**src/rtl/pragmatic_weight_encoder_if.sv**
```systemverilog
// Weight-vector in / beat-stream out bundle for the Pragmatic weight encoder.
interface pragmatic_weight_encoder_if #(
  parameter int DATA_WIDTH = 8,
  parameter int VEC_LENGTH = 8
);
  localparam int IDX_W = (DATA_WIDTH > 1) ? $clog2(DATA_WIDTH) : 1;

  logic                                  in_valid;
  logic                                  in_ready;
  logic [VEC_LENGTH-1:0][DATA_WIDTH-1:0] weight_in;
  logic                                  out_valid;
  logic                                  out_ready;
  logic [VEC_LENGTH-1:0][IDX_W-1:0]      w_idx;
  logic [VEC_LENGTH-1:0]                 w_en;
  logic [VEC_LENGTH-1:0]                 is_neg;
  logic                                  first_beat;
  logic                                  last_beat;

  modport slave (
    input  in_valid, weight_in, out_ready,
    output in_ready, out_valid, w_idx, w_en, is_neg, first_beat, last_beat
  );

  modport master (
    output in_valid, weight_in, out_ready,
    input  in_ready, out_valid, w_idx, w_en, is_neg, first_beat, last_beat
  );
endinterface

```
**src/rtl/pragmatic_weight_encoder.sv**
```systemverilog
// Pragmatic weight encoder: splits each lane's |weight| into one power-of-two term per beat, MSB first.
// Optional saturating beat counter output enabled by PRAGMATIC_ENC_BEAT_CNT_EN.
module pwe_lane #(
  parameter int DATA_WIDTH = 8,
  parameter int IDX_W      = 3
) (
  input  logic                  clk,
  input  logic                  reset,
  input  logic                  i_load,
  input  logic                  i_step,
  input  logic [DATA_WIDTH-1:0] i_weight,
  output logic                  o_en,
  output logic [IDX_W-1:0]      o_idx,
  output logic                  o_neg,
  output logic                  o_rem_zero
);
  logic                  r_sign;
  logic [DATA_WIDTH-1:0] r_mag;
  logic [DATA_WIDTH-1:0] w_abs;
  logic [DATA_WIDTH-1:0] w_rem;
  logic [IDX_W-1:0]      w_idx;

  // -128 wraps to 0x80, which is exactly the unsigned magnitude wanted
  assign w_abs = i_weight[DATA_WIDTH-1] ? (DATA_WIDTH'(0) - i_weight) : i_weight;

  always_comb begin
    w_idx = '0;
    for (int b = 0; b < DATA_WIDTH; b++)
      if (r_mag[b]) w_idx = b[IDX_W-1:0];
  end

  assign w_rem      = r_mag & ~({{(DATA_WIDTH-1){1'b0}}, 1'b1} << w_idx);
  assign o_en       = (r_mag != '0);
  assign o_idx      = w_idx;
  assign o_neg      = r_sign && o_en;
  assign o_rem_zero = (w_rem == '0);

  always_ff @(posedge clk or negedge reset) begin
    if (!reset) begin
      r_sign <= 1'b0;
      r_mag  <= '0;
    end else if (i_load) begin
      r_sign <= i_weight[DATA_WIDTH-1];
      r_mag  <= w_abs;
    end else if (i_step) begin
      r_mag  <= w_rem;
    end
  end
endmodule

module pragmatic_weight_encoder #(
  parameter int DATA_WIDTH = 8,
  parameter int VEC_LENGTH = 8
) (
  input  logic clk,
  input  logic reset,
  pragmatic_weight_encoder_if.slave bus
`ifdef PRAGMATIC_ENC_BEAT_CNT_EN
  ,
  output logic [31:0] beat_count
`endif
);
  localparam int IDX_W = (DATA_WIDTH > 1) ? $clog2(DATA_WIDTH) : 1;

  typedef enum logic {S_IDLE, S_ENCODE} state_t;

  state_t                           r_state, w_state_nxt;
  logic                             r_first;
  logic                             w_in_ready, w_out_valid, w_last;
  logic                             w_accept, w_step;
  logic [VEC_LENGTH-1:0]            w_en, w_neg, w_rem_zero;
  logic [VEC_LENGTH-1:0][IDX_W-1:0] w_idx;

  genvar g;
  generate
    for (g = 0; g < VEC_LENGTH; g++) begin : g_lane
      pwe_lane #(.DATA_WIDTH(DATA_WIDTH), .IDX_W(IDX_W)) u_lane (
        .clk        (clk),
        .reset      (reset),
        .i_load     (w_accept),
        .i_step     (w_step),
        .i_weight   (bus.weight_in[g]),
        .o_en       (w_en[g]),
        .o_idx      (w_idx[g]),
        .o_neg      (w_neg[g]),
        .o_rem_zero (w_rem_zero[g])
      );
    end
  endgenerate

  assign w_last   = (r_state == S_ENCODE) && (&w_rem_zero);
  assign w_step   = w_out_valid && bus.out_ready;
  assign w_accept = bus.in_valid && w_in_ready;

  always_ff @(posedge clk or negedge reset) begin
    if (!reset) r_state <= S_IDLE;
    else        r_state <= w_state_nxt;
  end

  // Accepting on the last beat reloads the lanes in the same edge, so vectors stream without a bubble
  always_comb begin
    w_state_nxt = r_state;
    w_in_ready  = 1'b0;
    w_out_valid = 1'b0;
    case (r_state)
      S_IDLE: begin
        w_in_ready = 1'b1;
        if (bus.in_valid) w_state_nxt = S_ENCODE;
      end
      S_ENCODE: begin
        w_out_valid = 1'b1;
        w_in_ready  = w_last && bus.out_ready;
        if (w_last && bus.out_ready)
          w_state_nxt = bus.in_valid ? S_ENCODE : S_IDLE;
      end
      default: w_state_nxt = S_IDLE;
    endcase
  end

  always_ff @(posedge clk or negedge reset) begin
    if (!reset)        r_first <= 1'b0;
    else if (w_accept) r_first <= 1'b1;
    else if (w_step)   r_first <= 1'b0;
  end

`ifdef PRAGMATIC_ENC_BEAT_CNT_EN
  logic [31:0] r_beat_count;
  always_ff @(posedge clk or negedge reset) begin
    if (!reset)                           r_beat_count <= '0;
    else if (w_step && ~&r_beat_count)    r_beat_count <= r_beat_count + 32'd1;
  end
  assign beat_count = r_beat_count;
`endif

  assign bus.in_ready   = w_in_ready;
  assign bus.out_valid  = w_out_valid;
  assign bus.w_idx      = w_idx;
  assign bus.w_en       = w_en;
  assign bus.is_neg     = w_neg;
  assign bus.first_beat = r_first;
  assign bus.last_beat  = w_last;
endmodule

```
**src/flat_wrapper.sv**
```systemverilog
// flat-port wrapper written by rule: the top's interface ports become plain ports
module pragmatic_weight_encoder_flat 
#(
  parameter int DATA_WIDTH = 8,
  parameter int VEC_LENGTH = 8
)
  (clk, reset, bus_in_valid, bus_weight_in, bus_out_ready, bus_in_ready, bus_out_valid, bus_w_idx, bus_w_en, bus_is_neg, bus_first_beat, bus_last_beat);
  pragmatic_weight_encoder_if #(.DATA_WIDTH(DATA_WIDTH), .VEC_LENGTH(VEC_LENGTH)) bus_i ();
  input  logic clk;
  input  logic reset;
  input wire logic [$bits(bus_i.in_valid)-1:0] bus_in_valid;
  input wire logic [$bits(bus_i.weight_in)-1:0] bus_weight_in;
  input wire logic [$bits(bus_i.out_ready)-1:0] bus_out_ready;
  output wire logic [$bits(bus_i.in_ready)-1:0] bus_in_ready;
  output wire logic [$bits(bus_i.out_valid)-1:0] bus_out_valid;
  output wire logic [$bits(bus_i.w_idx)-1:0] bus_w_idx;
  output wire logic [$bits(bus_i.w_en)-1:0] bus_w_en;
  output wire logic [$bits(bus_i.is_neg)-1:0] bus_is_neg;
  output wire logic [$bits(bus_i.first_beat)-1:0] bus_first_beat;
  output wire logic [$bits(bus_i.last_beat)-1:0] bus_last_beat;
  assign bus_i.in_valid = bus_in_valid;
  assign bus_i.weight_in = bus_weight_in;
  assign bus_i.out_ready = bus_out_ready;
  assign bus_in_ready = bus_i.in_ready;
  assign bus_out_valid = bus_i.out_valid;
  assign bus_w_idx = bus_i.w_idx;
  assign bus_w_en = bus_i.w_en;
  assign bus_is_neg = bus_i.is_neg;
  assign bus_first_beat = bus_i.first_beat;
  assign bus_last_beat = bus_i.last_beat;
  pragmatic_weight_encoder #(.DATA_WIDTH(DATA_WIDTH), .VEC_LENGTH(VEC_LENGTH)) u_core (.clk(clk), .reset(reset), .bus(bus_i));
endmodule
```
**config.mk**
```make
export PLATFORM = sky130hd
export DESIGN_NAME = pragmatic_weight_encoder_flat
export DESIGN_NICKNAME = d
export VERILOG_FILES = /design/src/rtl/pragmatic_weight_encoder_if.sv /design/src/rtl/pragmatic_weight_encoder.sv /design/src/flat_wrapper.sv
export SDC_FILE = /design/constraint.sdc
export NUM_CORES = 1
export LEC_CHECK = 0
export BUFFER_PORTS_ARGS = -buffer_cell sky130_fd_sc_hd__buf_4
export CAP_MARGIN = 20
export CORE_ASPECT_RATIO = 0.8
export CORE_UTILIZATION = 60
export DETAILED_ROUTE_END_ITERATION = 8
export GPL_TIMING_DRIVEN = 0
export PLACE_DENSITY = 0.9
export SYNTH_ARGS = -nofsm -noshare
export SYNTH_HDL_FRONTEND = slang
export SYNTH_SLANG_ARGS = --single-unit
```
**constraint.sdc**
```tcl
create_clock -name clk -period 7.8 [get_ports clk]
set_input_delay 1.56 -clock clk [delete_from_list [all_inputs] [get_ports clk]]
set_output_delay 1.56 -clock clk [all_outputs]
set_load 0.03 [all_outputs]
```
==> reports/metrics.cfg <==
[cts]
holdBufCountCts=0
ctsResizeCount=0
cts_tree=built
postCtsSetupRepairBufs=0
clk_latency_ps=340
cts.sink_count=74
numCtsBuffers=9
cts.clk_slew.worst_paths_ps=60
root_buffer=clkbuf_16
cts_max_level=3
clockBufferDepth=2

[floorplanning]
die_y_um=89.0
ios=112
core_area_sq_um=9110
initial_utilization=0.623
fp.dieW_um=111
die-area_sq_um=9850
rows=31

[grt]
use_met3=0.0786
grt.overflow.total=0
use_met2=0.594
first_global_vias=5435
antenna_found_initial=0
gr-usage-met1=0.443
grt_max_degree=75
grt_use_total=0.350
top_usage_layer=met2
grt_pass1_wl_um=26900

[sta]
slew-limit-headroom=0.365
maxSlewViolCount=0
finalCriticalPeriod_ps=4890
rsz0062_at_grt=false
hold_violations=0
fin_skew_ps=4.29
max_freq_mhz=205
finalSetupTns_ps=0
worstMarginPinSlew_ps=952
timing.final.crit_share=0.627
setup_viol=0
fin_hold_ws_ps=483

[run_status]
violations=DRC
status=finished with violations

[drt]
firstDrtPassIters=9
wl_um=17000
drc=1
drtAntennaViolNets=0
wire_per_inst_um=18.6
viasPerCell=6.26
drtIter0Drc=605
num_vias=5742

[synth]
avgSynthCellArea_sq_um=8.36
synth_nets=755
yosys_warnings=0
synth_edf_count=0
ys_seq_area_frac=0.326
ys_seq_elements=74
syn_inst=679
synth_top_area_frac=0.326
yosys-top-cells-area=dfrtp_1 (33%), mux2i_1 (10%), o31ai_1 (6.4%)
synth_cell_type_count=47
synth_top_area_cell=dfrtp_1
ys.flop_type=dfrtp_1
synthArstFlopShare=1.00
netlist_area_sq_um=5670

[setup_path]
reg2reg_from=u_core.g_lane[2].u_lane.r_mag[4]$_DFFE_PN0P_
critical_path.startpoint=u_core.g_lane[1].u_lane.r_mag[7]$_DFFE_PN0P_
critPathMostFrequentCell=nand4_1
arrival_ps=3330
slowest_stage=o41ai_1
endpoint_kind=primary output
worstSetupPathType=reg2out
crit_required_ps=6240
cp_cell_sequence=or4_1, clkbuf_1, o41ai_1, nand4_1, nor4_1, nand4_1, nand2_1, buf_4
worst_setup_path_start_kind=flop
worstPathMaxFanout=7
reg2reg_depth=9
max_stage_delay_ps=690

[run]
maxCapViolCount=0

[place]
hpwl_um=12600
port_buffers=106
gp_congestion=0.953
placed_cells=900

[cells_and_area]
syn_to_final_growth_pct=22.7
num-fill-cells=664
diodes=0
fin_util=0.764
nNetsFinal=873
drive_above_1_share=0.204
stdcell_count=917

[power]
p_total_w=0.00242
vdd.ir_drop.worst_uv=287
p_leak_nw=3.61
power_density_nw_per_um2=347

[min_path]
hp-class=reg2reg
whs_path_depth=1
min_from=u_core.g_lane[5].u_lane.r_sign$_DFFE_PN0P_

## report_power, final
| part | switching (W) | internal (W) |
|---|---|---|
| registers | 0.0000948 | 0.000473 |
| clock network | 0.000164 | 0.000306 |
| logic | 0.000813 | 0.000568 |
| total | 0.00107 | 0.00135 |
## critical path, delay by kind of cell (launching register included)
| kind | cells | cell delay, ps |
|---|---|---|
| flip-flops | 1 | 440 |
| AO/OA/AOI/OAI | 1 | 690 |
| buffers and inverters | 2 | 330 |
| AND/OR/NAND/NOR | 5 | 1530 |
## cell families (layout without fill, tap and decap cells)
logic type / Yosys count / count (layout) / share of synthesized area
simple gates: 247 / 247 / 0.215
compound gates: 157 / 157 / 0.184
buf+inv: 86 / 209 / 0.0756
flops: 74 / 74 / 0.326
mux: 67 / 67 / 0.120
xor+xnor: 40 / 40 / 0.0617
fa+ha+maj: 8 / 8 / 0.0176
## Yosys cell counts (all sizes together), types with 19 or more instances
cell / count
clkbuf: 31
mux2i: 59
nand4: 19
o31ai: 48
or3: 22
o21ai: 58
nor2: 51
nand2: 87
inv: 24
dfrtp: 74
xnor2: 19
xor2: 21
buf: 31
## final cells by class
cell class	count	area, sq um	area share
Multi-Input combinational cell	519	3390	0.487
Sequential cell	74	1850	0.266
Timing Repair Buffer	107	807	0.116
Buffer	62	339	0.0487
Clock buffer	12	267	0.0383
Tap cell	115	144	0.0207
Inverter	24	90.1	0.0129
Clock inverter	4	72.6	0.0104
## cells in the final DEF (no fill, tap or decap), drive strengths merged, types with 3 or more instances in the layout
cell type and instances:
a21boi 3, a21oi 14, and2 10, and3 3, buf 138, clkbuf 43
dfrtp 74, ha 8, inv 24, mux2 8, mux2i 59, nand2 87
nand2b 15, nand3 6, nand4 19, nor2 51, nor2b 3, nor3 6
nor4 6, o21ai 58, o21bai 8, o31a 3, o31ai 48, o32a 3
o41ai 12, or2 3, or3 22, or4 10, xnor2 19, xor2 21
## registers in the layout, summed over array words and instances, names as in the netlist
| signal | flops |
|---|---|
| u_core.r_state | 1 |
| u_core.g_lane.u_lane.r_mag | 64 |
| u_core.bus.first_beat | 1 |
| u_core.g_lane.u_lane.r_sign | 8 |
## path summary, 6_finish.rpt
kind,to,slack (ps)
setup / recovery,bus_in_ready,2910
hold / removal,u_core.g_lane[5].u_lane.r_sign$_DFFE_PN0P_,480
setup reg to reg,u_core.g_lane[2].u_lane.r_mag[7]$_DFFE_PN0P_,4450
hold reg to reg,u_core.g_lane[5].u_lane.r_sign$_DFFE_PN0P_,480
max in group asynchronous,u_core.g_lane[4].u_lane.r_mag[5]$_DFFE_PN0P_,5820
min in group asynchronous,u_core.g_lane[7].u_lane.r_sign$_DFFE_PN0P_,1360
## through the flow
step	area, sq um	setup slack, ps
after floorplan	5670	3900
after global placement	6610	3460
after detailed placement	6610	3400
after CTS	6950	3040
after global routing	6960	2810
final	6960	2910
## routing by layer
metal  wire length (um)  vias to the layer above  share of wire
met5                  0                        -              0
met2               8080                      313           0.47
met1               7040                     2722           0.41
met3               1440                       48          0.085
li1                   -                     2659              -
met4                483                        0          0.028
Note: power is estimated with default switching activity, not from simulation.
